### config.mk
export PLATFORM = sky130hd
export DESIGN_NAME = microwave
export DESIGN_NICKNAME = d
export VERILOG_FILES = /design/src/rtl/microwave_pkg.sv /design/src/rtl/seven_seg_decoder.sv /design/src/rtl/microwave.sv
export SDC_FILE = /design/constraint.sdc
export NUM_CORES = 1
export LEC_CHECK = 0
export ABC_CLOCK_PERIOD_IN_PS = 5500
export CORE_ASPECT_RATIO = 0.5
export CORE_MARGIN = 4
export CORE_UTILIZATION = 30
export CTS_BUF_LIST = sky130_fd_sc_hd__clkbuf_2
export DETAILED_ROUTE_END_ITERATION = 10
export GPL_ROUTABILITY_DRIVEN = 0
export HOLD_SLACK_MARGIN = 0.03
export RECOVER_POWER = 50
export SLEW_MARGIN = 30
export SYNTH_ARGS = -nofsm -noshare
export SYNTH_HDL_FRONTEND = slang
export SYNTH_HIERARCHICAL = 1
export SYNTH_SLANG_ARGS = --single-unit
### constraint.sdc
create_clock -name clock -period 5.5 [get_ports clock]
set_input_delay 0.55 -clock clock [delete_from_list [all_inputs] [get_ports clock]]
set_output_delay 0.55 -clock clock [all_outputs]
set_load 0.02 [all_outputs]
### src/rtl/microwave_pkg.sv
// Shared types and constants for the microwave oven controller.
// Digits are plain BCD nibbles and segment patterns are ordered {g,f,e,d,c,b,a}.
package microwave_pkg;

    localparam int KEY_W = 10;

    typedef logic [3:0] bcd_t;

    typedef enum logic {
        IDLE,
        COOKING
    } state_t;

    localparam logic [6:0] SEG_0 = 7'b0111111;
    localparam logic [6:0] SEG_1 = 7'b0000110;
    localparam logic [6:0] SEG_2 = 7'b1011011;
    localparam logic [6:0] SEG_3 = 7'b1001111;
    localparam logic [6:0] SEG_4 = 7'b1100110;
    localparam logic [6:0] SEG_5 = 7'b1101101;
    localparam logic [6:0] SEG_6 = 7'b1111101;
    localparam logic [6:0] SEG_7 = 7'b0000111;
    localparam logic [6:0] SEG_8 = 7'b1111111;
    localparam logic [6:0] SEG_9 = 7'b1101111;

endpackage

### src/rtl/seven_seg_decoder.sv
// Combinational BCD to active-high 7-segment decoder.
// Codes above 9 never reach this block, so they simply blank the digit.
module seven_seg_decoder
    import microwave_pkg::*;
(
    input  bcd_t       i_digit,
    output logic [6:0] o_seg
);

    always_comb begin
        case (i_digit)
            4'd0:    o_seg = SEG_0;
            4'd1:    o_seg = SEG_1;
            4'd2:    o_seg = SEG_2;
            4'd3:    o_seg = SEG_3;
            4'd4:    o_seg = SEG_4;
            4'd5:    o_seg = SEG_5;
            4'd6:    o_seg = SEG_6;
            4'd7:    o_seg = SEG_7;
            4'd8:    o_seg = SEG_8;
            4'd9:    o_seg = SEG_9;
            default: o_seg = 7'b0000000;
        endcase
    end

endmodule

### src/rtl/microwave.sv
// Microwave oven controller: keypad time entry, M:SS countdown driven by an
// internal 1 s prescaler, magnetron enable and three 7-segment digits.
module microwave
    import microwave_pkg::*;
#(
    parameter int CLK_HZ = 100
)
(
    input  logic             clock,
    input  logic             reset,
    input  logic             startn,
    input  logic             stopn,
    input  logic             clearn,
    input  logic             door_closed,
    input  logic [KEY_W-1:0] keys,
    output logic             mag_on,
    output logic [6:0]       ssec_ones,
    output logic [6:0]       ssec_tens,
    output logic [6:0]       smin
);

    localparam int PW = (CLK_HZ > 1) ? $clog2(CLK_HZ) : 1;

    logic             r_startn;
    logic             r_stopn;
    logic             r_clearn;
    logic             r_door;
    logic [KEY_W-1:0] r_keys;
    logic             r_keyPrev;

    state_t           r_state;
    logic             r_magOn;
    logic [PW-1:0]    r_presc;
    bcd_t             r_min;
    bcd_t             r_tens;
    bcd_t             r_ones;

    bcd_t             w_keyDigit;
    logic             w_keyPress;
    logic             w_tick;
    logic             w_timeZero;
    logic             w_nextZero;
    bcd_t             w_nextMin;
    bcd_t             w_nextTens;
    bcd_t             w_nextOnes;

    always_ff @(posedge clock) begin
        if (reset) begin
            r_startn  <= 1'b1;
            r_stopn   <= 1'b1;
            r_clearn  <= 1'b1;
            r_door    <= 1'b0;
            r_keys    <= '0;
            r_keyPrev <= 1'b0;
        end else begin
            r_startn  <= startn;
            r_stopn   <= stopn;
            r_clearn  <= clearn;
            r_door    <= door_closed;
            r_keys    <= keys;
            r_keyPrev <= |r_keys;
        end
    end

    // Descending scan so the lowest set key bit overwrites the others.
    always_comb begin
        w_keyDigit = '0;
        for (int k = KEY_W - 1; k >= 0; k--) begin
            if (r_keys[k]) begin
                w_keyDigit = bcd_t'(k);
            end
        end
    end

    assign w_keyPress = (|r_keys) & ~r_keyPrev;
    assign w_tick     = (r_presc == PW'(CLK_HZ - 1));
    assign w_timeZero = (r_min == 4'd0) && (r_tens == 4'd0) && (r_ones == 4'd0);

    always_comb begin
        w_nextMin  = r_min;
        w_nextTens = r_tens;
        w_nextOnes = r_ones;
        if (r_ones != 4'd0) begin
            w_nextOnes = r_ones - 4'd1;
        end else if (r_tens != 4'd0) begin
            w_nextTens = r_tens - 4'd1;
            w_nextOnes = 4'd9;
        end else if (r_min != 4'd0) begin
            w_nextMin  = r_min - 4'd1;
            w_nextTens = 4'd5;
            w_nextOnes = 4'd9;
        end
    end

    assign w_nextZero = (w_nextMin == 4'd0) && (w_nextTens == 4'd0) && (w_nextOnes == 4'd0);

    // Clear beats pause, pause beats start; the prescaler only runs while heating.
    always_ff @(posedge clock) begin
        if (reset) begin
            r_state <= IDLE;
            r_magOn <= 1'b0;
            r_presc <= '0;
            r_min   <= '0;
            r_tens  <= '0;
            r_ones  <= '0;
        end else begin
            case (r_state)
                IDLE: begin
                    r_presc <= '0;
                    if (!r_clearn) begin
                        r_min  <= '0;
                        r_tens <= '0;
                        r_ones <= '0;
                    end else begin
                        if (w_keyPress) begin
                            r_min  <= r_tens;
                            r_tens <= r_ones;
                            r_ones <= w_keyDigit;
                        end
                        if (r_stopn && r_door && !r_startn && !w_timeZero) begin
                            r_state <= COOKING;
                            r_magOn <= 1'b1;
                        end
                    end
                end
                COOKING: begin
                    if (!r_clearn) begin
                        r_state <= IDLE;
                        r_magOn <= 1'b0;
                        r_presc <= '0;
                        r_min   <= '0;
                        r_tens  <= '0;
                        r_ones  <= '0;
                    end else if (!r_stopn || !r_door) begin
                        r_state <= IDLE;
                        r_magOn <= 1'b0;
                        r_presc <= '0;
                    end else if (w_tick) begin
                        r_presc <= '0;
                        r_min   <= w_nextMin;
                        r_tens  <= w_nextTens;
                        r_ones  <= w_nextOnes;
                        if (w_nextZero) begin
                            r_state <= IDLE;
                            r_magOn <= 1'b0;
                        end
                    end else begin
                        r_presc <= r_presc + PW'(1);
                    end
                end
            endcase
        end
    end

    assign mag_on = r_magOn;

    seven_seg_decoder u_decOnes (.i_digit(r_ones), .o_seg(ssec_ones));
    seven_seg_decoder u_decTens (.i_digit(r_tens), .o_seg(ssec_tens));
    seven_seg_decoder u_decMin  (.i_digit(r_min),  .o_seg(smin));

endmodule

==> impl_results.md, run 1 <==
* Rows at 23
* LEAKAGE at 1.065 nW
* Post-layout power at 0.6197 mW
* Critical Path Source Type: flop
* PortBufs at 37
* Clock sink total at 36
* Synthesized cell area at 2654 µm²
* Worst EP required at 5.75 ns
* CP Class: reg -> reg
* Post-Syn Instances at 315
* Post-DP HPWL at 4.149 mm
* Core ar. at 8288 µm²
* Cell Count Post-Placement at 442
* GRT overflow at 0
* WP buf/inv at 0
* Ratio of cells with drive above 1 in the final layout at 9.763%
* Fill count at 862
* Failing checks: capacitance limit, slew limit
* Worst slack, placed at 3.010 ns
* CP cell instances: o311ai_0 -> nand3b_1 -> o32ai_1
* Top_reg_cell synth: dfxtp_1
* DR WL/cell at 12.72 µm
* Adder-Cell Fraction of Synth Area at 10.37%
* Xor-xnor portion of the synthesized cell area at 2.970%
* CTS tree: done
* DR iter-0 viols at 144
* # H-tree levels at 2
* Die W at 141.0 µm
* Synth area leader: dfxtp_1
* Fin. Hold Viols at 0
* Pin count of the biggest net entering global routing at 32
* Register area share after synthesis at 27.16%
* DR pass1 iterations at 4
* Final worst setup slack at 1.646 ns
* Worst vdd ir at 57.19 µV
* First-pass GRT wire length at 9.860 mm
* GRT Util Overall at 11.32%
* Asr flop ratio synth at 0%
* Clock skew at 0.007251 ns
* Setup Total Neg Slack at 0 ns
* Slowest stage delay, CP at 2.43 ns
* DRT antenna net count at 0
* Maximum clock rate at 259.5 MHz
* Syn Nets at 353
* Starting Density at 32.02%
* Tcrit/Tclk final at 70.08%
* Yosys cell types at 61
* Antenna diodes at 0
* #FFs+latches synth at 36
* RSZ-0062 raised after global routing: false
* Crit. End Element: flop
* Fin cells at 450
* Hold bufs inserted after CTS at 0
* Die Y at 74.51 µm
* Routed wire length at 5.726 mm
* Post-Synth Simple-Gate Area at 25.04%
* Slew Limit Fails at 18
* Fin Hold WS at 0.4577 ns
* DP Area at 3002 µm²
* Vias at 2215
* PostCTS Resize Cnt at 0
* Antenna violations before repair at 0
* Post-synth EDFFs at 0
* NumNets Final at 375
* # Max-Cap Violations at 1
* Status: complete, but fails checks
* Multiplexer share of the synthesized area at 1.886%
* Drc violations at 0
* Slowest CP cell: o311ai_0
* Clock buffer depth at 2
* Worst-path fanout max at 21
* Period minus WS final at 3.854 ns
* YS warnings at 6
* # setup viols final at 0
* Avg Inst Size Synth at 8.425 µm²
* Synthesis-to-layout area growth at 13.96%
* Top cell type's share of synthesized area at 27.16%
* Min-delay worst type: reg -> reg
* Setup Buffers After CTS at 0
* Clk pin slew, worst setup/hold paths at 0.17 ns
* Synth area leaders: dfxtp_1 27%, ha_1 10%, buf_6 4.2%, o22ai_1 4.0%, nor2_1 4.0%
* Relative slew slack at -102.1%
* Largest family of logic cells by synthesized area: simple AND/OR/NAND/NOR gates
* # IOs at 38
* PwrDens at 204.9 nW/µm²
* Root Driver: clkbuf_2
* Critical Path AT at 4.11 ns
* Compound-cell area share of the yosys netlist at 22.44%
* CTS Buf Count at 5
* Final core utilization at 36.49%
* Vias in the first global route at 2148
* Final Cell Area at 3024 µm²
* Worst-Skew Late Latency at 0.36 ns
* Drt via density at 4.922
* Crit path max-delay family: compound AO/OA/AOI/OAI gates
* Die ar. at 10510 µm²
* Worst-Margin Slew at 2.994 ns
## cells by family (layout without fill, tap and decap cells)
kind of cell	Yosys count	in the layout
and+or+nand+nor	110	110
AOI/OAI and AO/OA	84	84
buffers and inverters	49	72
DFF	36	36
adders and majority gates	22	22
xor gates and xnor gates	9	9
muxes	5	5
## routing by layer
metal / track usage, % / vias to the layer above / part of all wire (%)
li1: - / 1171 / -
met1: 15.71 / 1000 / 54
met2: 17.43 / 42 / 41
met3: 2.697 / 2 / 4.4
met4: 3.867 / 0 / 0.51
met5: 0 / - / 0
## area by class of cell
class	count	area, µm²	area share (%)
clock inverter	2	11.26	0.3724
timing repair buffer	37	364.1	12.04
multi-input combinational	230	1657	54.78
sequential	36	720.7	23.83
inverter	27	101.3	3.351
clock buffer	6	30.03	0.9930
tap	112	140.1	4.634
## worst paths after layout
check / endpoint / slack [ns] / cells after the start / start
setup / recovery: r_tens[2] / 1.65 / 3 / r_state
hold / removal: r_presc[0] / 0.46 / 1 / r_presc[0]
setup reg to reg: r_tens[2] / 1.65 / 3 / r_state
hold reg to reg: r_presc[0] / 0.46 / 1 / r_presc[0]
## Yosys cell counts (6+ instances only)
cell     number
nor3_1        7
buf_6        10
nor2b_1      14
inv_1        24
xnor2_1       6
dfxtp_1      36
o22ai_1      17
nand2_1       9
nand3_1      10
a21oi_1      18
nor2_1       28
or2_2         6
o21ai_0      12
ha_1         22
## state kept, by name, indices dropped and copies added (netlist names)
name / count
r_keys: 10
r_presc: 7
r_min: 4
r_ones: 4
r_tens: 4
mag_on: 1
r_clearn: 1
r_door: 1
r_keyPrev: 1
r_startn: 1
r_state: 1
r_stopn: 1
## placed cells by master, fill, tap and decap left out, types with 4 or more instances in the layout
master	count
or2_2	6
o22ai_1	17
clkdlybuf4s50_1	35
o21ai_0	12
inv_1	24
xnor2_1	6
o2111ai_1	5
nor3b_1	4
a21oi_1	18
mux2i_1	5
nand3_1	10
a211oi_1	4
clkbuf_2	6
dfxtp_1	36
nor2b_1	14
nand2_1	9
ha_1	22
nor3_1	7
nor2_1	28
or3_1	5
## power breakdown
group / switching (mW) / internal [mW] / leakage, nW / total (mW)
clock network: 0.0822 / 0.0318 / 0.0266 / 0.114
registers: 0.0247 / 0.272 / 0.296 / 0.297
logic: 0.109 / 0.0992 / 0.743 / 0.209
Note: power is estimated with default switching activity, not from simulation.
==> run 2, diff against run 1 <==
- ABC_CLOCK_PERIOD_IN_PS: 5500 -> 4019
- clock period: 5.5 -> 4.02 ns (I/O delays scaled with it)
==> impl_results.md, run 2 (synthesis gave the netlist of run 1 again) <==
* CTS Buf Count at 5 (unchanged)
* Status: complete, but fails checks (unchanged)
* Vias in the first global route at 2012 (was 2148)
* R2r setup slk at 1.01 ns (was 1.65 ns)
* CP Class: reg -> reg (unchanged)
* Die W at 141.0 µm (unchanged)
* Relative slew slack at -34.54% (was -102.1%)
* Clk pin slew, worst setup/hold paths at 0.19 ns (was 0.17 ns)
* Period minus WS final at 3.007 ns (was 3.854 ns)
* Critical Path AT at 3.30 ns (was 4.11 ns)
* Tcrit/Tclk final at 74.81% (was 70.08%)
* Clock skew at 0.02907 ns (was 0.007251 ns)
* # Max-Cap Violations at 1 (unchanged)
* Pin count of the biggest net entering global routing at 32 (unchanged)
* Setup Buffers After CTS at 0 (unchanged)
* Largest registers: r_keys x10, r_presc x7 (unchanged)
* RSZ-0062 raised after global routing: false (unchanged)
* Worst-path fanout max at 17 (was 21)
* Max reg flops at 10 (unchanged)
* Die ar. at 10510 µm² (unchanged)
* Core ar. at 8288 µm² (unchanged)
* PortBufs at 37 (unchanged)
* PwrDens at 302.6 nW/µm² (was 204.9 nW/µm²)
* Post-DP HPWL at 4.088 mm (was 4.149 mm)
* Routed wire length at 5.695 mm (was 5.726 mm)
* GRT overflow at 0 (unchanged)
* Slew Limit Fails at 18 (unchanged)
* Final core utilization at 36.93% (was 36.49%)
* DR WL/cell at 12.63 µm (was 12.72 µm)
* Vias at 2194 (was 2215)
* Setup Total Neg Slack at 0 ns (unchanged)
* Ratio of cells with drive above 1 in the final layout at 10.03% (was 9.763%)
* Largest Register: r_keys (unchanged)
* Hold bufs inserted after CTS at 0 (unchanged)
* Antenna diodes at 0 (unchanged)
* Critical Path Source Type: flop (unchanged)
* Worst-Skew Late Latency at 0.41 ns (was 0.36 ns)
* Drt via density at 4.865 (was 4.922)
* Fill count at 841 (was 862)
* # H-tree levels at 2 (unchanged)
* Worst EP required at 4.31 ns (was 5.75 ns)
* DR iter-0 viols at 94 (was 144)
* LEAKAGE at 1.082 nW (was 1.065 nW)
* Min-delay worst type: reg -> reg (unchanged)
* Starting Density at 32.02% (unchanged)
* CTS tree: done (unchanged)
* Clock buffer depth at 2 (unchanged)
* Worst-Margin Slew at 1.987 ns (was 2.994 ns)
* Die Y at 74.51 µm (unchanged)
* Clock sink total at 36 (unchanged)
* Final Cell Area at 3060 µm² (was 3024 µm²)
* DRT antenna net count at 0 (unchanged)
* Commonest cells after routing, fill and taps aside: 36 x dfxtp_1, 35 x clkdlybuf4s50_1, 28 x nor2_1 (unchanged)
* Antenna violations before repair at 0 (unchanged)
* Worst vdd ir at 130.5 µV (was 57.19 µV)
* First-pass GRT wire length at 9.687 mm (was 9.860 mm)
* DP Area at 3014 µm² (was 3002 µm²)
* Failing checks: capacitance limit, slew limit (unchanged)
* PostCTS Resize Cnt at 0 (unchanged)
* # setup viols final at 0 (unchanged)
* NumNets Final at 376 (was 375)
* Fin. Hold Viols at 0 (unchanged)
* Maximum clock rate at 332.5 MHz (was 259.5 MHz)
* Drc violations at 0 (unchanged)
* Crit. End Element: flop (unchanged)
* GRT Util Overall at 11.14% (was 11.32%)
* # IOs at 38 (unchanged)
* Rows at 23 (unchanged)
* Fin Hold WS at 0.4648 ns (was 0.4577 ns)
* Root Driver: clkbuf_2 (unchanged)
* DR pass1 iterations at 4 (unchanged)
* Synthesis-to-layout area growth at 15.32% (was 13.96%)
* Commonest non-fill, non-tap cell in the layout: dfxtp_1 (unchanged)
## run 2: worst paths after layout
| check | start | to | cells after the start |
|---|---|---|---|
| min reg2reg | r_presc[0] | r_presc[0] | 1 |
| max reg2reg | r_keys[4] | r_min[1] | 5 |
| min | r_presc[0] | r_presc[0] | 1 |
| max | r_keys[4] | r_min[1] | 5 |
## run 2: critical path: stages, from the launching register on
cell      delay [ns]
dfxtp_1         0.39
nor4_1          0.09
and4b_1         0.23
o311ai_1        1.55
nand3b_1        0.41
o32ai_1         0.22
## run 2: routing by layer
metal	global-route usage [%]	vias up	wire length, µm
met4	3.222	0	61
met1	16.21	960	3089
met5	0	-	0
met3	2.569	7	344
li1	-	1174	-
met2	16.47	53	2199
## run 2: cell type report
type	instances	area [µm²]	share of cell area, %
clock buffer	5	25.02	0.8177
sequential	36	720.7	23.55
tap	112	140.1	4.579
timing repair buffer	38	374.1	12.22
multi-input combinational	230	1657	54.13
inverter	27	101.3	3.312
clock inverter	3	42.54	1.390
## run 2: where the power goes
| group | switching, mW | leakage, nW | internal [mW] | total [mW] |
|---|---|---|---|---|
| Combinational | 0.151 | 0.748 | 0.136 | 0.287 |
| Clock | 0.130 | 0.0390 | 0.104 | 0.233 |
| Sequential | 0.0333 | 0.296 | 0.373 | 0.406 |
| Total | 0.314 | 1.08 | 0.613 | 0.926 |
## run 2: per-stage QoR
stage	std cells	total power, mW	worst slack [ns]
after floorplan	315	0.6193	1.906
after global placement	443	0.7023	1.596
after detailed placement	443	0.7030	1.563
after CTS	451	0.9394	1.190
after global routing	451	0.9834	0.6935
final	451	0.9262	1.013
